--- src/rtl/mac_array_ctrl_pkg.sv ---
// rtl/mac_array_ctrl_pkg.sv - shared state encoding and array instruction codes
//
// Purpose : FSM state type and inst_w encodings used by mac_array_ctrl.
// Ports   : none (package).
package mac_array_ctrl_pkg;

  typedef enum logic [2:0] {
    S_IDLE  = 3'd0,
    S_LOAD  = 3'd1,
    S_GAP   = 3'd2,
    S_EXEC  = 3'd3,
    S_DRAIN = 3'd4,
    S_DONE  = 3'd5
  } state_t;

  localparam logic [1:0] INST_IDLE = 2'b00;
  localparam logic [1:0] INST_LOAD = 2'b01;
  localparam logic [1:0] INST_EXEC = 2'b10;

endpackage

--- src/rtl/mac_array_ctrl_if.sv ---
// rtl/mac_array_ctrl_if.sv - job request / array instruction bundle for mac_array_ctrl
//
// Purpose : groups the job handshake, L0 status and array instruction signals.
// Modports: master - job requester / L0 side (drives start, skip_load, num_vec, l0_empty)
//           slave  - controller (drives inst_w, l0_rd, busy, done[, stall_cnt])
// Config  : MAC_ARRAY_CTRL_STALL_CNT_EN adds the 16-bit stall_cnt signal.
interface mac_array_ctrl_if #(
  parameter int len_bw = 8
);
  logic              start;
  logic              skip_load;
  logic [len_bw-1:0] num_vec;
  logic              l0_empty;
  logic [1:0]        inst_w;
  logic              l0_rd;
  logic              busy;
  logic              done;
`ifdef MAC_ARRAY_CTRL_STALL_CNT_EN
  logic [15:0]       stall_cnt;

  modport master (output start, skip_load, num_vec, l0_empty,
                  input  inst_w, l0_rd, busy, done, stall_cnt);
  modport slave  (input  start, skip_load, num_vec, l0_empty,
                  output inst_w, l0_rd, busy, done, stall_cnt);
`else
  modport master (output start, skip_load, num_vec, l0_empty,
                  input  inst_w, l0_rd, busy, done);
  modport slave  (input  start, skip_load, num_vec, l0_empty,
                  output inst_w, l0_rd, busy, done);
`endif
endinterface

--- src/rtl/mac_array_ctrl.sv ---
// rtl/mac_array_ctrl.sv - systolic MAC array job sequencer (load, gap, exec, drain)
//
// Purpose : sequences one array job per accepted start: col kernel-load issues,
//           col-cycle gap, num_vec execute issues, row+col drain, one-cycle done.
// Ports   : clk   - rising-edge clock
//           reset - asynchronous active-high reset
//           bus   - mac_array_ctrl_if.slave (start/skip_load/num_vec/l0_empty in,
//                   inst_w/l0_rd/busy/done[/stall_cnt] out)
// Config  : MAC_ARRAY_CTRL_STALL_CNT_EN enables the saturating stall_cnt counter.
module mac_array_ctrl
  import mac_array_ctrl_pkg::*;
#(
  parameter int row    = 8,
  parameter int col    = 8,
  parameter int len_bw = 8
) (
  input  logic            clk,
  input  logic            reset,
  mac_array_ctrl_if.slave bus
);

  localparam int unsigned COL_LAST_I   = col - 1;
  localparam int unsigned DRAIN_LAST_I = row + col - 1;
  localparam logic [len_bw-1:0] col_last   = COL_LAST_I[len_bw-1:0];
  localparam logic [len_bw-1:0] drain_last = DRAIN_LAST_I[len_bw-1:0];

  state_t            state_q, state_d;
  logic [len_bw-1:0] cnt_q, cnt_d;
  logic [len_bw-1:0] num_vec_q, num_vec_d;
  logic              skip_q, skip_d;
  logic              busy_q, busy_d;
  logic              done_q, done_d;
`ifdef MAC_ARRAY_CTRL_STALL_CNT_EN
  logic [15:0]       stall_cnt_q, stall_cnt_d;
`endif

  logic issue_load;
  logic issue_exec;
  logic stall;

  // An issue cycle only happens when L0 has data; otherwise the slot is a stall
  // and the counter holds. A skip job never enters LOAD, so skip_q gates it too.
  assign issue_load = (state_q == S_LOAD) && !skip_q && !bus.l0_empty;
  assign issue_exec = (state_q == S_EXEC) && !bus.l0_empty;
  assign stall      = ((state_q == S_LOAD) || (state_q == S_EXEC)) && bus.l0_empty;

  assign bus.inst_w = issue_load ? INST_LOAD : (issue_exec ? INST_EXEC : INST_IDLE);
  assign bus.l0_rd  = issue_load || issue_exec;
  assign bus.busy   = busy_q;
  assign bus.done   = done_q;
`ifdef MAC_ARRAY_CTRL_STALL_CNT_EN
  assign bus.stall_cnt = stall_cnt_q;
`endif

  always_comb begin
    state_d   = state_q;
    cnt_d     = cnt_q;
    num_vec_d = num_vec_q;
    skip_d    = skip_q;
`ifdef MAC_ARRAY_CTRL_STALL_CNT_EN
    stall_cnt_d = stall_cnt_q;
`endif

    case (state_q)
      S_IDLE: begin
        if (bus.start) begin
          num_vec_d = bus.num_vec;
          skip_d    = bus.skip_load;
          cnt_d     = '0;
`ifdef MAC_ARRAY_CTRL_STALL_CNT_EN
          stall_cnt_d = '0;
`endif
          if (!bus.skip_load)           state_d = S_LOAD;
          else if (bus.num_vec == '0)   state_d = S_DRAIN;
          else                          state_d = S_EXEC;
        end
      end
      S_LOAD: begin
        if (issue_load) begin
          if (cnt_q == col_last) begin
            cnt_d   = '0;
            state_d = (num_vec_q == '0) ? S_DRAIN : S_GAP;
          end else begin
            cnt_d = cnt_q + 1'b1;
          end
        end
      end
      S_GAP: begin
        if (cnt_q == col_last) begin
          cnt_d   = '0;
          state_d = S_EXEC;
        end else begin
          cnt_d = cnt_q + 1'b1;
        end
      end
      S_EXEC: begin
        // Compare against num_vec-1 so the all-ones vector count finishes
        // before the counter could wrap.
        if (issue_exec) begin
          if (cnt_q == num_vec_q - 1'b1) begin
            cnt_d   = '0;
            state_d = S_DRAIN;
          end else begin
            cnt_d = cnt_q + 1'b1;
          end
        end
      end
      S_DRAIN: begin
        if (cnt_q == drain_last) begin
          cnt_d   = '0;
          state_d = S_DONE;
        end else begin
          cnt_d = cnt_q + 1'b1;
        end
      end
      S_DONE:  state_d = S_IDLE;
      default: state_d = S_IDLE;
    endcase

`ifdef MAC_ARRAY_CTRL_STALL_CNT_EN
    if (stall && (stall_cnt_q != 16'hFFFF)) stall_cnt_d = stall_cnt_q + 16'd1;
`endif

    // busy/done are registered off the next state so they line up with state_q.
    busy_d = (state_d != S_IDLE);
    done_d = (state_d == S_DONE);
  end

  always_ff @(posedge clk or posedge reset) begin
    if (reset) begin
      state_q   <= S_IDLE;
      cnt_q     <= '0;
      num_vec_q <= '0;
      skip_q    <= 1'b0;
      busy_q    <= 1'b0;
      done_q    <= 1'b0;
`ifdef MAC_ARRAY_CTRL_STALL_CNT_EN
      stall_cnt_q <= '0;
`endif
    end else begin
      state_q   <= state_d;
      cnt_q     <= cnt_d;
      num_vec_q <= num_vec_d;
      skip_q    <= skip_d;
      busy_q    <= busy_d;
      done_q    <= done_d;
`ifdef MAC_ARRAY_CTRL_STALL_CNT_EN
      stall_cnt_q <= stall_cnt_d;
`endif
    end
  end

`ifndef MAC_ARRAY_CTRL_STALL_CNT_EN
  logic unused_stall;
  assign unused_stall = stall;
`endif

endmodule

--- src/flat_wrapper.sv ---
// flat-port wrapper written by rule: the top's interface ports become plain ports
module mac_array_ctrl_flat import mac_array_ctrl_pkg::*;
#(
  parameter int row    = 8,
  parameter int col    = 8,
  parameter int len_bw = 8
)
  (clk, reset, bus_start, bus_skip_load, bus_num_vec, bus_l0_empty, bus_inst_w, bus_l0_rd, bus_busy, bus_done);
  mac_array_ctrl_if #(.len_bw(len_bw)) bus_i ();
  input  logic clk;
  input  logic reset;
  input wire logic [$bits(bus_i.start)-1:0] bus_start;
  input wire logic [$bits(bus_i.skip_load)-1:0] bus_skip_load;
  input wire logic [$bits(bus_i.num_vec)-1:0] bus_num_vec;
  input wire logic [$bits(bus_i.l0_empty)-1:0] bus_l0_empty;
  output wire logic [$bits(bus_i.inst_w)-1:0] bus_inst_w;
  output wire logic [$bits(bus_i.l0_rd)-1:0] bus_l0_rd;
  output wire logic [$bits(bus_i.busy)-1:0] bus_busy;
  output wire logic [$bits(bus_i.done)-1:0] bus_done;
  assign bus_i.start = bus_start;
  assign bus_i.skip_load = bus_skip_load;
  assign bus_i.num_vec = bus_num_vec;
  assign bus_i.l0_empty = bus_l0_empty;
  assign bus_inst_w = bus_i.inst_w;
  assign bus_l0_rd = bus_i.l0_rd;
  assign bus_busy = bus_i.busy;
  assign bus_done = bus_i.done;
  mac_array_ctrl #(.row(row), .col(col), .len_bw(len_bw)) u_core (.clk(clk), .reset(reset), .bus(bus_i));
endmodule
--- config.mk ---
export PLATFORM = sky130hd
export DESIGN_NAME = mac_array_ctrl_flat
export DESIGN_NICKNAME = d
export VERILOG_FILES = /design/src/rtl/mac_array_ctrl_pkg.sv /design/src/rtl/mac_array_ctrl_if.sv /design/src/rtl/mac_array_ctrl.sv /design/src/flat_wrapper.sv
export SDC_FILE = /design/constraint.sdc
export NUM_CORES = 1
export LEC_CHECK = 0
export ABC_AREA = 1
export CAP_MARGIN = 0
export CORE_ASPECT_RATIO = 0.7
export CORE_UTILIZATION = 30
export DETAILED_ROUTE_END_ITERATION = 6
export PLACE_DENSITY_LB_ADDON = 0.2
export SLEW_MARGIN = 20
export SYNTH_ARGS = -nofsm -noshare
export SYNTH_HDL_FRONTEND = slang
export SYNTH_SLANG_ARGS = --single-unit
--- constraint.sdc ---
create_clock -name clk -period 1.8 [get_ports clk]
set_input_delay 0.36 -clock clk [delete_from_list [all_inputs] [get_ports clk]]
set_output_delay 0.36 -clock clk [all_outputs]
set_load 0.03 [all_outputs]
### Yosys cells after proc, flatten, opt, wreduce, memory -nomap -nowiden

Index checks and enable logic that the tools add are counted.

* bits in registers: 22
* bits in latches: 0
* memory bits (writable): 0
* bits in read-only memories: 0
* input port bits: 13
* output and inout port bits: 5
* logic and storage cells: 52
* memories kept: 0

* add/sub/neg operators: 2
* multipliers: 0
* div/mod/pow operators: 0
* $lt $le $gt $ge: 0
* equal/unequal tests: 11
* shift-type cells: 0
* multiplexer cells: 20
* bitwise operators: 0
* reduce and logical (&&, ||, !) cells: 13

Operators with widths (count)
* 8-bit two-way mux: 6
* 8-bit case mux with 5 select lines: 1
* 3-bit two-way mux: 10
* 8-bit logical NOT: 2
* 3-bit case mux with 5 select lines: 1
* 8-bit by 1-bit adder with 8-bit output, second input constant: 1
* 8-bit by 3-bit equality test with 1-bit output, second input constant: 1
* 8-bit by 4-bit equality test with 1-bit output, second input constant: 1
* 8-bit equality test: 1
* 8-bit by 1-bit subtractor with 8-bit output, second input constant: 1
* 3-bit by 2-bit equality test with 1-bit output, second input constant: 2
* 3-bit equality test, second input constant: 2
* 5-bit nonzero test: 1
* 2-bit two-way mux: 2
* 2-bit by 1-bit inequality test with 1-bit output, second input constant: 2
* 4-bit AND reduction: 1
* 3-bit by 1-bit equality test with 1-bit output, second input constant: 1
* 1-bit logical AND: 3
* 3-bit logical NOT: 1
* 3-bit nonzero test: 1
* 1-bit logical NOT: 2
* 2-bit inequality test, second input constant: 1
* 2-bit AND reduction: 1
* 1-bit logical OR: 1

### Longest topological paths before layout

Gate-level depths: netlist of run 1.

* depth after elaboration: 6
* depth in mapped cells: 14
* depth with buffers taken out: 14

### Least setup slack after synthesis of run 1

Ideal clock, no wire load.

* path kind: register to register
* start: register u_core.num_vec_q[1]
* end: register u_core.cnt_q[6]
* setup time: 0.117 ns
* arrival time: 1.526 ns
* required time: 1.683 ns
* slack: 0.157 ns
* stages on the path, launching flop included: 15
* path buffers: 0
* clock period less this slack: 1.643 ns
* path through: dfrtp_1 -> inv_1 -> ha_1 -> nand2_1 -> inv_1 -> nor2_1 -> nand2_1 -> nor2_1 -> nand2_1 -> nor2_2 -> nand3_2 -> nand2_4 -> nand2_4 -> nand3_1 -> nand2_1

* word-level cells in the longest chain between the ends: 5

Ends and longest elaborated chain
* start, declared: RTL line mac_array_ctrl.sv:29 `logic [len_bw-1:0] num_vec_q, num_vec_d;`
* start signal, assigned: RTL line mac_array_ctrl.sv:143 `num_vec_q <= num_vec_d;`
* 8-bit by 1-bit subtractor with 8-bit output: RTL line mac_array_ctrl.sv:100 `if (cnt_q == num_vec_q - 1'b1) begin`
* 8-bit equality test: RTL line mac_array_ctrl.sv:100
* 8-bit two-way mux: RTL line mac_array_ctrl.sv:100
* 8-bit two-way mux: RTL line mac_array_ctrl.sv:99 `if (issue_exec) begin`
* 8-bit case mux with 5 select lines: RTL line mac_array_ctrl.sv:64 `case (state_q)`
* end signal, assigned: RTL line mac_array_ctrl.sv:142 `cnt_q <= cnt_d;`
* end, declared: RTL line mac_array_ctrl.sv:28 `logic [len_bw-1:0] cnt_q, cnt_d;`

No other way between the ends. The select of a mux whose other input is x is not followed.
A chain may end at the register's enable or synchronous reset.

### Final worst setup path of run 1

* start: register u_core.num_vec_q[0]
* end: register u_core.cnt_q[3]

Same word-level chain as after synthesis.

==> reports/qor.tcl, run 1 <==
set qor(antenna_cells_inserted) 0
set qor(routed-via-count) 1403
set qor(cell_area_after_synthesis_sq_mm) 0.00155
set qor(slew_viol_final) 0
set qor(cts_sinks) 22
set qor(power.clock.fraction) 0.130
set qor(p_int_mw) 1.48
set qor(area.sequential_sq_um) 554
set qor(cts_max_level) 1
set qor(seq_power_share) 0.299
set qor(category_of_the_worst_setup_path_capture_point) {flip-flop}
set qor(critPathRequiredTime_ns) 1.96
set qor(swShare) 0.472
set qor(synth.area.top_cells) {sky130_fd_sc_hd__dfrtp_1 36%, sky130_fd_sc_hd__nand2_1 17%, sky130_fd_sc_hd__inv_1 7.0%}
set qor(rsz0062_at_grt) {yes}
set qor(critical-path-top-cell-by-count) {sky130_fd_sc_hd__nand2_1}
set qor(worst_slew_margin_rel) 0.756
set qor(ir_worst_vdd_uv) 641
set qor(synth_cells) 226
set qor(flow.area_growth_from_synthesis_pct) 25.6
set qor(port_buffers) 17
set qor(die-height_microns) 62.1
set qor(hold_buffers) 0
set qor(cts_made_buffers) 3
set qor(r2r_cells) 14
set qor(boundaryPins) 18
set qor(drcViolationCount) 0
set qor(drt_first_iter_violations) 66
set qor(design.final.nets) 268
set qor(r2r-end) {u_core.cnt_q[3]}
set qor(cell_chain_critical_path) {inv_2 -> ha_4 -> nand2_2 -> inv_1 -> nor2_1 -> nand2_1 -> nor2_1 -> nand2_1 -> nor2_2 -> nand3_2 -> nand2_4 -> nand2_8 -> nand3_1 -> nand2_1}
set qor(floorplan.die.width_microns) 87.8
set qor(layout.cells.most_common_list) {69 x sky130_fd_sc_hd__nand2_1, 28 x sky130_fd_sc_hd__inv_1, 19 x sky130_fd_sc_hd__dfrtp_1}
set qor(fin_tns_setup_ns) 0
set qor(global_route_usage_over_all_layers) 0.155
set qor(critPathArrivalTime_ns) 1.88
set qor(final_period_minus_worst_setup_slack_ns) 1.72
set qor(first_global_vias) 1300
set qor(pwr-share-comb) 0.572
set qor(cellLeakagePower_nw) 0.974
set qor(worst_path_max_delay_cell) {sky130_fd_sc_hd__dfrtp_1}
set qor(reg2reg_slack_ns) 0.08
set qor(filler_cell_count) 507
set qor(root_buf_cell) {sky130_fd_sc_hd__clkbuf_8}
set qor(timing.hold.worst.class) {primary input to asynchronous set/reset pin}
set qor(power.density_cell_area_mw_per_mm2) 1440
set qor(postRouteAntennaNets) 0
set qor(clock_skew_ns) 0.00501
set qor(tritoncts_clock_tree) {yes}
set qor(worst_r2r_startpoint) {u_core.num_vec_q[0]}
set qor(fin_crit_sh) 0.958
set qor(floorplan.core_area_sq_mm) 0.00486
set qor(synth_area_per_cell_sq_um) 6.84
set qor(finalInstanceArea_sq_mm) 0.00194
set qor(timing.setup.critical_path_class) {flip-flop to flip-flop}
set qor(start_util) 0.318
set qor(cap_viol_max_count) 0
set qor(global_route_wire_length_before_repair_microns) 6130
set qor(startpoint_type) {flip-flop}
set qor(crit_fanout) 7
set qor(synth_top_cell_by_area) {sky130_fd_sc_hd__dfrtp_1}
set qor(gr-total-overflow) 0
set qor(drive_above_1_share) 0.203
set qor(status) {complete, no violations}
set qor(multiInputGateArea_sq_um) 875
set qor(p_switching_mw) 1.32
set qor(post_dp_cell_area_sq_mm) 0.00181
set qor(drt_first_pass_iters) 4
set qor(hold_violations) 0
set qor(max_freq_ghz) 0.580
set qor(fp-row-count) 21
set qor(max_slew.worst_pin.slew_ns) 0.362
set qor(dp_hpwl_microns) 2890
set qor(viasPerCell) 4.38
set qor(antenna_found_initial) 0
set qor(setup_viol_count_final) 0
set qor(synth_cell_types) 28
set qor(critical_path.max_stage_delay_ns) 0.39
set qor(ys_ff_latch) 22
set qor(routabilityCongestion) 0.829
set qor(max-clock-path-buffers) 2
set qor(routed_length_per_instance_microns) 11.1
set qor(seq_area_frac_synth) 0.356
set qor(worst_skew_pair.late_latency_ns) 0.27
set qor(grt_start_max_net_pins) 23
set qor(synth_top_area_share) 0.356
set qor(die_area_sq_mm) 0.00545
set qor(synth_warnings) 0
set qor(clkTransAtPathRegs_ns) 0.08
set qor(totalWireLength_microns) 3540
set qor(synthesis.nets) 242
set qor(layout_commonest_cell) {sky130_fd_sc_hd__nand2_1}
-- power groups by stage --
stage | clock (mW) | sequential [mW] | combinational, mW
floorplan | 0 | 0.802 | 1.08
global placement | 0 | 0.842 | 1.44
detailed placement | 0 | 0.842 | 1.44
CTS | 0.378 | 0.833 | 1.45
global route | 0.398 | 0.859 | 1.84
finish | 0.362 | 0.836 | 1.60
-- flip-flops by register name, indices dropped and copies added (netlist names) --
name	cells
u_core.bus.done	1
u_core.bus.busy	1
u_core.num_vec_q	8
u_core.state_q	3
u_core.skip_q	1
u_core.cnt_q	8
-- per-layer routing --
metal  global-route usage  part of all wire
met4               0.0351                 0
met3               0.0370             0.044
met5                    0                 0
met1                0.230              0.57
met2                0.227              0.39
-- layout make-up --
cell class,count,area share
multi-input cells,159,0.450
flip-flops and latches,22,0.285
well taps,69,0.0444
repair buffers,24,0.111
inverters,42,0.0811
clock buffers,4,0.0283
-- Yosys cell counts --
master,count
sky130_fd_sc_hd__nand3b_1,1
sky130_fd_sc_hd__buf_4,2
sky130_fd_sc_hd__nor2_2,5
sky130_fd_sc_hd__ha_1,3
sky130_fd_sc_hd__o22ai_1,1
sky130_fd_sc_hd__nor2_1,18
sky130_fd_sc_hd__buf_2,1
sky130_fd_sc_hd__nor3_1,4
sky130_fd_sc_hd__nor3_2,2
sky130_fd_sc_hd__dfrtp_1,22
sky130_fd_sc_hd__o2111ai_1,1
sky130_fd_sc_hd__xor2_1,5
sky130_fd_sc_hd__o21ai_0,9
sky130_fd_sc_hd__nand3_1,21
sky130_fd_sc_hd__nand4_1,5
sky130_fd_sc_hd__xnor2_1,3
sky130_fd_sc_hd__or2_1,1
sky130_fd_sc_hd__nor2_4,1
sky130_fd_sc_hd__a21oi_1,1
sky130_fd_sc_hd__o21ai_1,1
sky130_fd_sc_hd__nand3_2,2
sky130_fd_sc_hd__nor4_2,1
sky130_fd_sc_hd__inv_1,29
sky130_fd_sc_hd__inv_2,13
sky130_fd_sc_hd__nand2_4,2
sky130_fd_sc_hd__nand2_1,70
sky130_fd_sc_hd__nor4_1,1
sky130_fd_sc_hd__xor2_2,1
-- metrics by stage --
| step | power, mW | util | hold WS [ns] | cells | setup slack [ns] |
|---|---|---|---|---|---|
| floorplan | 1.89 | - | 0.349 | 226 | 0.157 |
| global placement | 2.29 | 0.373 | 0.543 | 314 | 0.0381 |
| detailed placement | 2.28 | 0.373 | 0.542 | 314 | 0.0308 |
| CTS | 2.66 | 0.384 | 0.446 | 318 | 0.00644 |
| global route | 3.09 | 0.400 | 0.479 | 320 | -0.0561 |
| finish | 2.80 | 0.400 | 0.432 | 320 | 0.0756 |
-- how the worst max path moves through the flow --
stage                              startpoint         endpoint  slack [ns]  depth (start not counted)
after global routing      u_core.num_vec_q[0]  u_core.cnt_q[0]       -0.06                         14
after detailed placement         bus_l0_empty  u_core.cnt_q[0]        0.03                          7
after floorplan           u_core.num_vec_q[1]  u_core.cnt_q[6]        0.16                         14
after global placement           bus_l0_empty  u_core.cnt_q[6]        0.04                          7
final                     u_core.num_vec_q[0]  u_core.cnt_q[3]        0.08                         14
after CTS                   u_core.state_q[1]        bus_l0_rd       0.006                          4
-- repair_timing --
item / in CTS / in global routing
setup endpoints to repair: 0 / 13
setup buffers: 0 / 2
hold endpoints to repair: 0 / 0
gates resized for setup: 0 / 13
-- critical path: cells and delay by family, from the launching register on --
family / cells / cell delay [ns]
and+or+nand+nor: 11 / 0.90
DFF: 1 / 0.39
adders and majority gates: 1 / 0.21
buffers and inverters: 2 / 0.11
-- kinds of logic (layout without fill, tap and decap cells) --
family,after synthesis,after routing,share of synthesized area
simple gates,134,134,0.404
buf+inv,45,70,0.115
flops,22,22,0.356
compound gates,13,13,0.0453
xor+xnor,9,9,0.0558
fa+ha+maj,3,3,0.0243
No activity file was read; power rests on OpenSTA's default activity.
==> inputs of run 2 (changes only) <==
- MAX_ROUTING_LAYER: unset -> met4
==> reports/qor.tcl, run 2 (same netlist as run 1, synthesis figures left out) <==
set qor(cell_chain_critical_path) {inv_2 -> ha_4 -> nand2_2 -> inv_1 -> nor2_1 -> nand2_1 -> nor2_1 -> nand2_1 -> nor2_2 -> nand3_2 -> nand2_4 -> nand2_8 -> nand3_1 -> nand2_1}
set qor(path_buf_inv) 2 ;# unchanged
set qor(layout_commonest_cell) {sky130_fd_sc_hd__nand2_1}
set qor(p_int_mw) 1.48 ;# about the same
set qor(cts_made_buffers) 3 ;# unchanged
set qor(r2r_cells) 14 ;# unchanged
set qor(critical_path.max_stage_delay_ns) 0.39 ;# about the same
set qor(hold_violations) 0 ;# unchanged
set qor(drt_first_iter_violations) 65 ;# -1.5%
set qor(antenna_cells_inserted) 0 ;# unchanged
set qor(area.sequential_sq_um) 554 ;# unchanged
set qor(root_buf_cell) {sky130_fd_sc_hd__clkbuf_8}
set qor(largest_registers) {u_core.cnt_q x8, u_core.num_vec_q x8, u_core.state_q x3}
set qor(final_period_minus_worst_setup_slack_ns) 1.72 ;# -0.00564 ns
set qor(drive_above_1_share) 0.203 ;# unchanged
set qor(port_buffers) 17 ;# unchanged
set qor(category_of_the_worst_setup_path_capture_point) {flip-flop}
set qor(tritoncts_clock_tree) {yes}
set qor(final_cell_count_no_fill) 320 ;# unchanged
set qor(max-clock-path-buffers) 2 ;# unchanged
set qor(seq_power_share) 0.299 ;# about the same
set qor(drcViolationCount) 0 ;# unchanged
set qor(global_route_usage_over_all_layers) 0.160 ;# +0.00514
set qor(path_depth) 14 ;# unchanged
set qor(die-height_microns) 62.1 ;# unchanged
set qor(setup_viol_count_final) 0 ;# unchanged
set qor(fin_tns_setup_ns) 0 ;# unchanged
set qor(postRouteAntennaNets) 0 ;# unchanged
set qor(global_route_wire_length_before_repair_microns) 6130 ;# unchanged
set qor(routabilityCongestion) 0.842 ;# +1.5%
set qor(layout.cells.most_common_list) {69 x sky130_fd_sc_hd__nand2_1, 28 x sky130_fd_sc_hd__inv_1, 19 x sky130_fd_sc_hd__dfrtp_1}
set qor(pwr-share-comb) 0.572 ;# about the same
set qor(die_area_sq_mm) 0.00545 ;# unchanged
set qor(crit_fanout) 7 ;# unchanged
set qor(startpoint_type) {flip-flop}
set qor(rsz0062_at_grt) {yes}
set qor(viasPerCell) 4.41 ;# +0.50%
set qor(hold-worst-slack_ns) 0.433 ;# +0.00120 ns
set qor(totalPowerFinal_mw) 2.80 ;# about the same
set qor(timing.setup.critical_path_class) {flip-flop to flip-flop}
set qor(clkTransAtPathRegs_ns) 0.08 ;# about the same
set qor(max_freq_ghz) 0.582 ;# +0.33%
set qor(max_slew.worst_pin.slew_ns) 0.362 ;# unchanged
set qor(status) {complete, no violations}
set qor(cap_viol_max_count) 0 ;# unchanged
set qor(power.density_cell_area_mw_per_mm2) 1440 ;# about the same
set qor(worst_path_dominant_cell_family) {simple AND/OR/NAND/NOR gates}
set qor(boundaryPins) 18 ;# unchanged
set qor(critPathArrivalTime_ns) 1.88 ;# about the same
set qor(dp_hpwl_microns) 2890 ;# unchanged
set qor(flow.area_growth_from_synthesis_pct) 25.6 ;# unchanged
set qor(worst_slew_margin_rel) 0.756 ;# unchanged
set qor(drt_first_pass_iters) 4 ;# unchanged
set qor(ir_worst_vdd_uv) 641 ;# about the same
set qor(power.clock.fraction) 0.129 ;# about the same
set qor(design.final.nets) 268 ;# unchanged
set qor(routed_length_per_instance_microns) 11.1 ;# +0.40%
set qor(first_global_vias) 1300 ;# unchanged
set qor(fp-row-count) 21 ;# unchanged
set qor(swShare) 0.472 ;# about the same
set qor(gr-total-overflow) 0 ;# unchanged
set qor(grt_start_max_net_pins) 23 ;# unchanged
set qor(slew_viol_final) 0 ;# unchanged
set qor(floorplan.die.width_microns) 87.8 ;# unchanged
set qor(cts_max_level) 1 ;# unchanged
set qor(critPathRequiredTime_ns) 1.96 ;# about the same
set qor(p_switching_mw) 1.32 ;# about the same
set qor(start_util) 0.318 ;# unchanged
set qor(multiInputGateArea_sq_um) 875 ;# unchanged
set qor(floorplan.core_area_sq_mm) 0.00486 ;# unchanged
set qor(routed-via-count) 1410 ;# +0.50%
set qor(worst_path_max_delay_cell) {sky130_fd_sc_hd__dfrtp_1}
set qor(critical-path-top-cell-by-count) {sky130_fd_sc_hd__nand2_1}
set qor(totalWireLength_microns) 3560 ;# +0.40%
set qor(filler_cell_count) 507 ;# unchanged
set qor(worst_skew_pair.late_latency_ns) 0.27 ;# about the same
set qor(timing.hold.worst.class) {primary input to asynchronous set/reset pin}
set qor(fin_crit_sh) 0.955 ;# -0.00313
set qor(dp_cells) 314 ;# unchanged
set qor(antenna_found_initial) 0 ;# unchanged
set qor(clock_skew_ns) 0.00409 ;# -0.000922 ns
set qor(cellLeakagePower_nw) 0.974 ;# unchanged
set qor(cts_sinks) 22 ;# unchanged
run 2: cell counts in the layout (fill, tap and decap cells not counted):
Identical to the previous run, type by type.
run 2: tightest hold or removal path, delay by kind of cell:
| kind | cells | cell delay (ns) |
|---|---|---|
| buffers and inverters | 3 | 0.73 |
run 2: worst paths after layout:
kind	startpoint	endpoint	slack, ns
min in group clk	u_core.cnt_q[1]	u_core.cnt_q[1]	0.53
worst max register to register	u_core.num_vec_q[0]	u_core.cnt_q[3]	0.08
worst min-delay path	reset	u_core.num_vec_q[4]	0.43
worst max-delay path	u_core.num_vec_q[0]	u_core.cnt_q[3]	0.08
max in group asynchronous	reset	u_core.state_q[1]	1.12
worst min register to register	u_core.cnt_q[1]	u_core.cnt_q[1]	0.53
run 2: repair_timing:
action,CTS,global route
resized for setup,0,13
setup endpoints to repair,0,13
hold buffers,0,0
setup buffers,0,2
run 2: power groups by stage:
stage	registers [mW]	logic [mW]	clock network, mW
final	0.836	1.60	0.361
after global routing	0.859	1.84	0.398
after CTS	0.833	1.45	0.378
after detailed placement	0.842	1.44	0
after global placement	0.842	1.44	0
after floorplan	0.802	1.08	0
run 2: stage by stage:
| step | utilization | setup WS (ns) | area (sq um) |
|---|---|---|---|
| floorplan | - | 0.157 | 1550 |
| global placement | 0.373 | 0.0381 | 1810 |
| detailed placement | 0.373 | 0.0308 | 1810 |
| finish | 0.400 | 0.0812 | 1940 |
| CTS | 0.384 | 0.00644 | 1870 |
| global route | 0.400 | -0.0561 | 1940 |
run 2: metal layers:
metal	vias to the layer above	GRT usage	wire length (microns)
li1	752	-	-
met2	22	0.227	1370
met3	0	0.0370	185
met4	0	0.0351	0
met1	636	0.230	2000
met5	-	-	0
run 2: layout make-up:
class,count,area share
tap,69,0.0444
multi-input combinational,159,0.450
sequential,22,0.285
timing repair buffer,24,0.111
clock buffer,4,0.0283
inverter,42,0.0811
